## src/rtl/config_frame_store.sv

```systemverilog
// config_frame_store: parses framed UART configuration bytes into a shadow
// bank and commits them atomically by flipping between two RAM banks, so
// downstream generators never observe a half-written configuration.
// Optional feature macro: CFG_CHECKSUM_EN (trailing XOR checksum byte that
// must match before a frame is committed).
module config_frame_store #(
  parameter int NUM_CH       = 8,
  parameter int NUM_ALINE    = 16,
  parameter int WORD_W       = 16,
  parameter int TIMEOUT_CYC  = 1000000,
  localparam int AS_W        = $clog2(NUM_ALINE) + 1,
  localparam int CH_W        = (NUM_CH > 1) ? $clog2(NUM_CH) : 1,
  localparam int AL_W        = $clog2(NUM_ALINE)
) (
  input  logic              clk,
  input  logic              rst,
  input  logic [7:0]        uart_data,
  input  logic              new_data,
  input  logic [CH_W-1:0]   rd_ch,
  input  logic [AL_W-1:0]   rd_aline,
  output logic [WORD_W-1:0] rd_data,
  output logic              intaking_configs,
  output logic [NUM_CH-1:0] channel_select,
  output logic [AS_W-1:0]   aline_select,
  output logic [31:0]       pulse_shape,
  output logic              cfg_valid,
  output logic              frame_ok,
  output logic              frame_err
);

  localparam logic [7:0] SYNC = 8'hA5;
  localparam int BPW    = WORD_W / 8;
  localparam int BC_W   = (BPW > 1) ? $clog2(BPW) : 1;
  localparam int NWORDS = NUM_CH * NUM_ALINE;
  localparam int WC_W   = CH_W + AL_W;
  localparam int TO_W   = $clog2(TIMEOUT_CYC + 1);
  localparam int DEPTH  = 2 ** (WC_W + 1);

  typedef enum logic [2:0] {
    S_IDLE,
    S_HDR,
    S_PAYLOAD,
    S_CHK,
    S_COMMIT
  } state_t;

  state_t state_reg, state_next;

  logic              new_data_q;
  logic              byte_stb;
  logic [2:0]        hdr_cnt_reg;
  logic [BC_W-1:0]   byte_cnt_reg;
  logic [WC_W-1:0]   word_cnt_reg;
  logic [TO_W-1:0]   timeout_cnt_reg;
  logic [NUM_CH-1:0] ch_shadow_reg;
  logic [AS_W-1:0]   al_shadow_reg;
  logic [31:0]       ps_shadow_reg;
  logic [WORD_W-1:0] word_assembled;

  logic              bank_ptr_reg;
  logic [NUM_CH-1:0] channel_select_reg;
  logic [AS_W-1:0]   aline_select_reg;
  logic [31:0]       pulse_shape_reg;
  logic              cfg_valid_reg;
  logic              frame_ok_reg;
  logic              frame_err_reg;

  logic [WORD_W-1:0] mem [DEPTH];
  logic [WORD_W-1:0] ram_q;
  logic              rd_mask_reg;
  logic              ch_in_range;

  logic hdr_last, word_byte_last, word_last, in_frame, timed_out;
  logic start_frame, commit, abort, ram_we;

`ifdef CFG_CHECKSUM_EN
  logic [7:0] csum_reg;
`endif

  // A byte is taken only on the rising edge of the UART valid level
  assign byte_stb       = new_data & ~new_data_q;
  assign hdr_last       = (hdr_cnt_reg == 3'd5);
  assign word_byte_last = (byte_cnt_reg == BC_W'(BPW - 1));
  assign word_last      = (word_cnt_reg == WC_W'(NWORDS - 1));
  assign in_frame       = (state_reg == S_HDR) || (state_reg == S_PAYLOAD) ||
                          (state_reg == S_CHK);
  assign timed_out      = in_frame && !byte_stb &&
                          (timeout_cnt_reg == TO_W'(TIMEOUT_CYC - 1));

  // State register
  always_ff @(posedge clk) begin
    if (rst) state_reg <= S_IDLE;
    else     state_reg <= state_next;
  end

  // Next-state and control decode for the frame parser
  always_comb begin
    state_next  = state_reg;
    start_frame = 1'b0;
    commit      = 1'b0;
    abort       = 1'b0;
    ram_we      = 1'b0;
    case (state_reg)
      S_IDLE: begin
        if (byte_stb && uart_data == SYNC) begin
          state_next  = S_HDR;
          start_frame = 1'b1;
        end
      end
      S_HDR: begin
        if (timed_out)                 abort = 1'b1;
        else if (byte_stb && hdr_last) state_next = S_PAYLOAD;
      end
      S_PAYLOAD: begin
        if (timed_out) begin
          abort = 1'b1;
        end else if (byte_stb && word_byte_last) begin
          ram_we = 1'b1;
`ifdef CFG_CHECKSUM_EN
          if (word_last) state_next = S_CHK;
`else
          if (word_last) state_next = S_COMMIT;
`endif
        end
      end
`ifdef CFG_CHECKSUM_EN
      S_CHK: begin
        if (timed_out) begin
          abort = 1'b1;
        end else if (byte_stb) begin
          if (csum_reg == uart_data) state_next = S_COMMIT;
          else                       abort = 1'b1;
        end
      end
`endif
      S_COMMIT: begin
        commit = 1'b1;
        // A byte landing here is treated exactly like one seen in IDLE
        if (byte_stb && uart_data == SYNC) begin
          state_next  = S_HDR;
          start_frame = 1'b1;
        end else begin
          state_next = S_IDLE;
        end
      end
      default: state_next = S_IDLE;
    endcase
    if (abort) state_next = S_IDLE;
  end

  // Byte edge detect, frame counters and header shadow registers
  always_ff @(posedge clk) begin
    if (rst) begin
      new_data_q    <= 1'b0;
      hdr_cnt_reg   <= '0;
      byte_cnt_reg  <= '0;
      word_cnt_reg  <= '0;
      ch_shadow_reg <= '0;
      al_shadow_reg <= '0;
      ps_shadow_reg <= '0;
    end else begin
      new_data_q <= new_data;
      if (start_frame) begin
        hdr_cnt_reg  <= '0;
        byte_cnt_reg <= '0;
        word_cnt_reg <= '0;
      end else if (byte_stb && state_reg == S_HDR) begin
        hdr_cnt_reg <= hdr_cnt_reg + 3'd1;
        case (hdr_cnt_reg)
          3'd0:    ch_shadow_reg <= uart_data[NUM_CH-1:0];
          3'd1:    al_shadow_reg <= uart_data[AS_W-1:0];
          default: ps_shadow_reg <= {ps_shadow_reg[23:0], uart_data};
        endcase
      end else if (byte_stb && state_reg == S_PAYLOAD) begin
        byte_cnt_reg <= word_byte_last ? '0 : byte_cnt_reg + BC_W'(1);
        if (word_byte_last) word_cnt_reg <= word_cnt_reg + WC_W'(1);
      end
    end
  end

  // Words are built MSB first; the final byte completes the word in place
  generate
    if (BPW == 1) begin : g_word_single
      assign word_assembled = uart_data;
    end else begin : g_word_multi
      logic [WORD_W-9:0] word_shift_reg;
      // Shift in the leading bytes of the current word
      always_ff @(posedge clk) begin
        if (rst)
          word_shift_reg <= '0;
        else if (byte_stb && state_reg == S_PAYLOAD)
          word_shift_reg <= word_assembled[WORD_W-9:0];
      end
      assign word_assembled = {word_shift_reg, uart_data};
    end
  endgenerate

`ifdef CFG_CHECKSUM_EN
  // Running XOR over every byte after SYNC up to the checksum byte
  always_ff @(posedge clk) begin
    if (rst || start_frame)
      csum_reg <= '0;
    else if (byte_stb && (state_reg == S_HDR || state_reg == S_PAYLOAD))
      csum_reg <= csum_reg ^ uart_data;
  end
`endif

  // Inter-byte idle counter, active only while a frame is open
  always_ff @(posedge clk) begin
    if (rst || !in_frame || byte_stb)
      timeout_cnt_reg <= '0;
    else
      timeout_cnt_reg <= timeout_cnt_reg + TO_W'(1);
  end

  // Committed configuration, bank pointer and status pulses
  always_ff @(posedge clk) begin
    if (rst) begin
      bank_ptr_reg       <= 1'b0;
      channel_select_reg <= '0;
      aline_select_reg   <= '0;
      pulse_shape_reg    <= '0;
      cfg_valid_reg      <= 1'b0;
      frame_ok_reg       <= 1'b0;
      frame_err_reg      <= 1'b0;
    end else begin
      frame_ok_reg  <= commit;
      frame_err_reg <= abort;
      if (commit) begin
        bank_ptr_reg       <= ~bank_ptr_reg;
        channel_select_reg <= ch_shadow_reg;
        aline_select_reg   <= al_shadow_reg;
        pulse_shape_reg    <= ps_shadow_reg;
        cfg_valid_reg      <= 1'b1;
      end
    end
  end

  // Ping-pong word RAM: writes go to the shadow bank, reads to the active one
  always_ff @(posedge clk) begin
    if (ram_we) mem[{~bank_ptr_reg, word_cnt_reg}] <= word_assembled;
    ram_q <= mem[{bank_ptr_reg, rd_ch, rd_aline}];
  end

  // Out-of-range channel indices only exist when NUM_CH is not a power of two
  generate
    if (NUM_CH == (1 << CH_W)) begin : g_ch_full
      assign ch_in_range = 1'b1;
    end else begin : g_ch_part
      assign ch_in_range = (rd_ch < CH_W'(NUM_CH));
    end
  endgenerate

  // Read qualifier aligned with the registered RAM output
  always_ff @(posedge clk) begin
    if (rst) rd_mask_reg <= 1'b0;
    else     rd_mask_reg <= cfg_valid_reg & ch_in_range;
  end

  assign rd_data          = rd_mask_reg ? ram_q : '0;
  assign intaking_configs = (state_reg != S_IDLE);
  assign channel_select   = channel_select_reg;
  assign aline_select     = aline_select_reg;
  assign pulse_shape      = pulse_shape_reg;
  assign cfg_valid        = cfg_valid_reg;
  assign frame_ok         = frame_ok_reg;
  assign frame_err        = frame_err_reg;

endmodule

```

## config.mk

```make
export PLATFORM = sky130hd
export DESIGN_NAME = config_frame_store
export DESIGN_NICKNAME = d
export VERILOG_FILES = /design/src/rtl/config_frame_store.sv
export SDC_FILE = /design/constraint.sdc
export NUM_CORES = 2
export LEC_CHECK = 0
export CAP_MARGIN = 10
export CORE_MARGIN = 5
export CORE_UTILIZATION = 45
export DETAILED_ROUTE_END_ITERATION = 10
export GPL_TIMING_DRIVEN = 1
export PLACE_DENSITY = 0.7
export SYNTH_ARGS = -nofsm -noshare
export SYNTH_HDL_FRONTEND = slang
export SYNTH_SLANG_ARGS = --single-unit
```

## constraint.sdc

```tcl
create_clock -name clk -period 4.4 [get_ports clk]
set_input_delay 1.1 -clock clk [delete_from_list [all_inputs] [get_ports clk]]
set_output_delay 1.1 -clock clk [all_outputs]
set_load 0.01 [all_outputs]
```

==> run_results.csv <==
group,metric,value,unit
global_route,grt_pass1_wl,622000,µm
logic_synthesis,synth_nets,8023,
worst_hold_path,min_from,"ps_shadow_reg[30]",
clock_network,htreeDepth,5,
layout,largest_register_ffs,4096,
global_route,grt-ovfl-total,0,
drt,vias,85600,
drt,drt-total-wl,434000,µm
layout,drive_gt1_share,24.3,%
pwr,peakVddDrop,385,µV
sta,setup_viol,0,
sta,slew_viol_final,0,
logic_synthesis,synth-edff-count,4096,
logic_synthesis,synth_top_area_share,75.0,%
logic_synthesis,synth_flop_cell,"edfxtp_1",
global_route,antenna_found_initial,22,
floorplanning,dieArea,0.376,mm²
layout,multi_input_area,0.0350,mm²
setup_path,slowest_delay,0.70,ns
setup_path,ff2ff_setup_slack,0.33,ns
placement,place_inst,13100,
setup_path,crit_fanout,31,
setup_path,path_buf_inv,7,
clock_network,cts-resized-gates,0,
logic_synthesis,yosysMostFrequentCell,"edfxtp_1",
pwr,finalPower,81900,µW
floorplanning,fp.coreArea,0.363,mm²
drt,wl_per_cell,31.3,µm
setup_path,cpMaxStageDelayCell,"nor3_1",
clock_network,cts_buffers,411,
setup_path,regToRegEndpoint,"ram_q[2]",
sta,max-slew-margin-rel,5.83,%
setup_path,path_class,"in2reg",
sta,min_period_over_period,94.1,%
global_route,first_global_vias,84500,
floorplanning,rows,221,
layout,area_growth,15.8,%
clock_network,clockRootBuffer,"clkbuf_16",
placement,gp_congestion,0.981,
clock_network,clk_path_buf_depth,4,
logic_synthesis,ys_seq_area_share,76.9,%
clock_network,hold_buffers,0,
global_route,groute.usage.overall,22.8,%
setup_path,start_kind,"primary input",
layout,fin_cells,13900,
logic_synthesis,syn_area,0.164,mm²
clock_network,cts_setup_buffers,0,
logic_synthesis,synth_area_leaders,"edfxtp_1 (75%), mux4_2 (11%), mux2i_1 (3.4%)",
sta,finalHoldViolCount,0,
setup_path,path_delay_family,"buffers and inverters",
job,drv_cap,0,
floorplanning,num_io_pins,83,
floorplanning,start_util,45.2,%
outcome,status,"complete, no violations",
layout,nFillCells,27200,
setup_path,r2r_start,"bank_ptr_reg",
sta,worstMarginPinSlew,1.41,ns
logic_synthesis,ys_types,63,
worst_hold_path,min_to,"ps_shadow_reg[30]",
pwr,p_leak,0.0654,µW
clock_network,clkSlewWorstSetupHoldPaths,0.06,ns
floorplanning,fp.dieW,614,µm
sta,period_minus_slack,4.14,ns
sta,fmax,242,MHz
pwr,pwr_density_cell,431,mW/mm²
setup_path,rr_worst_depth,8,
sta,clock_skew,0.0757,ns
worst_hold_path,holdPathStages,2,
drt,drtIter0Drc,12000,
sta,rsz0062_at_grt,"false",
layout,final_nets,8732,
drt,routed_via_density,6.18,
setup_path,critPathArrivalTime,4.97,ns
clock_network,clk_latency,0.98,ns
drt,drtPass1Iterations,8,
floorplanning,dieHeight,614,µm
drt,drtAntennaViolNets,0,
placement,place.port_buffers,82,
layout,regArea,0.126,mm²
logic_synthesis,syn-mean-instance-area,20.5,µm²
logic_synthesis,yosys_warnings,0,
placement,dpl.hpwl,265000,µm
setup_path,worst_setup_path_end_kind,"register",
global_route,grt_max_degree,178,
logic_synthesis,synth_cells,7997,
setup_path,crit_chain,"buf_16 > buf_12 > buf_12 > buf_12 > mux2i_1 > o22ai_1 > buf_4 > nor3_1 > a21oi_1 > nor2_1 > buf_4 > nor3_1 > buf_4 > nor4b_1",
setup_path,worstPathRequired,5.23,ns
logic_synthesis,synth_seq_cells,4250,
logic_synthesis,ys_async_sr_fraction,0,%
drt,drc_errors,0,
worst_hold_path,hp-class,"reg2reg",
logic_synthesis,yosysTopAreaCell,"edfxtp_1",
logic_synthesis,synth_commonest_cells,"edfxtp_1 (4096), mux4_2 (836), mux2i_1 (549), nor2_1 (381), nand2_1 (260)",
clock_network,cts_tree,"yes",
clock_network,cts.sinks,4250,
sta,setup_tns,0,ns
layout,fin_util,52.3,%
sta,holdWs,0.456,ns
layer usage:
metal,share of wire [%],GRT usage [%],up-vias,wire length [µm]
met5,0.018,0,-,79
met4,4.5,8.93,14,19500
met3,12,5.67,933,50400
met2,47,35.4,5271,203000
met1,37,31.3,44700,161000
li1,-,-,34700,-
worst register-to-register path, cell delays in order, from the launching register on:
cell and delay (ns):
dfxtp_1 1.06, nand3b_1 0.29, or2_2 0.38, a2111oi_0 0.18
nor4_1 0.68, nand3_1 0.18, nor3_1 0.69, buf_4 0.22
nor4b_1 0.27
how the worst max path moves through the flow:
stage	startpoint	endpoint	slack (ns)	cells after the start
2_1_floorplan	g_word_multi.word_shift_reg[2]	mem[0][10]	0.15	0
5_1_grt	bank_ptr_reg	ram_q[2]	0.35	8
3_3_place_gp	rd_aline[0]	ram_q[2]	-0.44	14
6_report	rd_aline[0]	ram_q[2]	0.26	14
4_1_cts	rd_mask_reg	rd_data[9]	0.38	3
3_5_place_dp	rd_aline[0]	ram_q[2]	-0.45	14
kinds of logic after synthesis:
| kind of cell | count (synthesis) | share of synthesized area [%] |
|---|---|---|
| xor+xnor | 27 | 0.144 |
| mux | 1404 | 15.0 |
| simple gates | 1027 | 2.83 |
| flops | 4250 | 76.9 |
| fa+ha+maj | 8 | 0.0611 |
| buf+inv | 497 | 1.79 |
| compound gates | 784 | 3.28 |
through the flow:
step / worst slack (ns) / area [µm²]
floorplan: 0.147 / 164000
global placement: -0.443 / 176000
detailed placement: -0.453 / 176000
CTS: 0.382 / 190000
global route: 0.349 / 190000
finish: 0.260 / 190000
area by class of cell:
type / count / area share [%]
flip-flops and latches: 4250 / 66.5
multi-input cells: 3250 / 18.5
clock buffers: 531 / 5.86
repair buffers: 779 / 4.87
well taps: 4794 / 3.16
clock inverters: 228 / 1.15
inverters: 14 / 0.0343
diodes: 7 / 0.00923
cells in the final DEF (no fill, tap or decap), drive strengths merged, types with 33 or more instances in the layout:
| cell | Yosys | routed |
|---|---|---|
| edfxtp | 4096 | 4096 |
| mux4 | 836 | 836 |
| buf | 271 | 710 |
| mux2i | 549 | 549 |
| clkbuf | 212 | 532 |
| nor2 | 381 | 381 |
| nand2 | 261 | 261 |
| o22ai | 197 | 197 |
| a21oi | 195 | 195 |
| clkinv | 0 | 161 |
| nor3 | 159 | 159 |
| dfxtp | 154 | 154 |
| o221ai | 143 | 143 |
| clkdlybuf4s50 | 0 | 68 |
| nand3 | 58 | 58 |
| o21ai | 46 | 46 |
| a221oi | 45 | 45 |
| bufinv | 0 | 38 |
| and2 | 34 | 34 |
| a211oi | 33 | 33 |
power breakdown:
part / total (µW) / internal [µW] / switching, µW
Sequential: 44000 / 44000 / 11.9
Combinational: 3000 / 1060 / 1940
Clock: 34800 / 20000 / 14800
Total: 81900 / 65100 / 16800
Note: power is estimated with default switching activity, not from simulation.
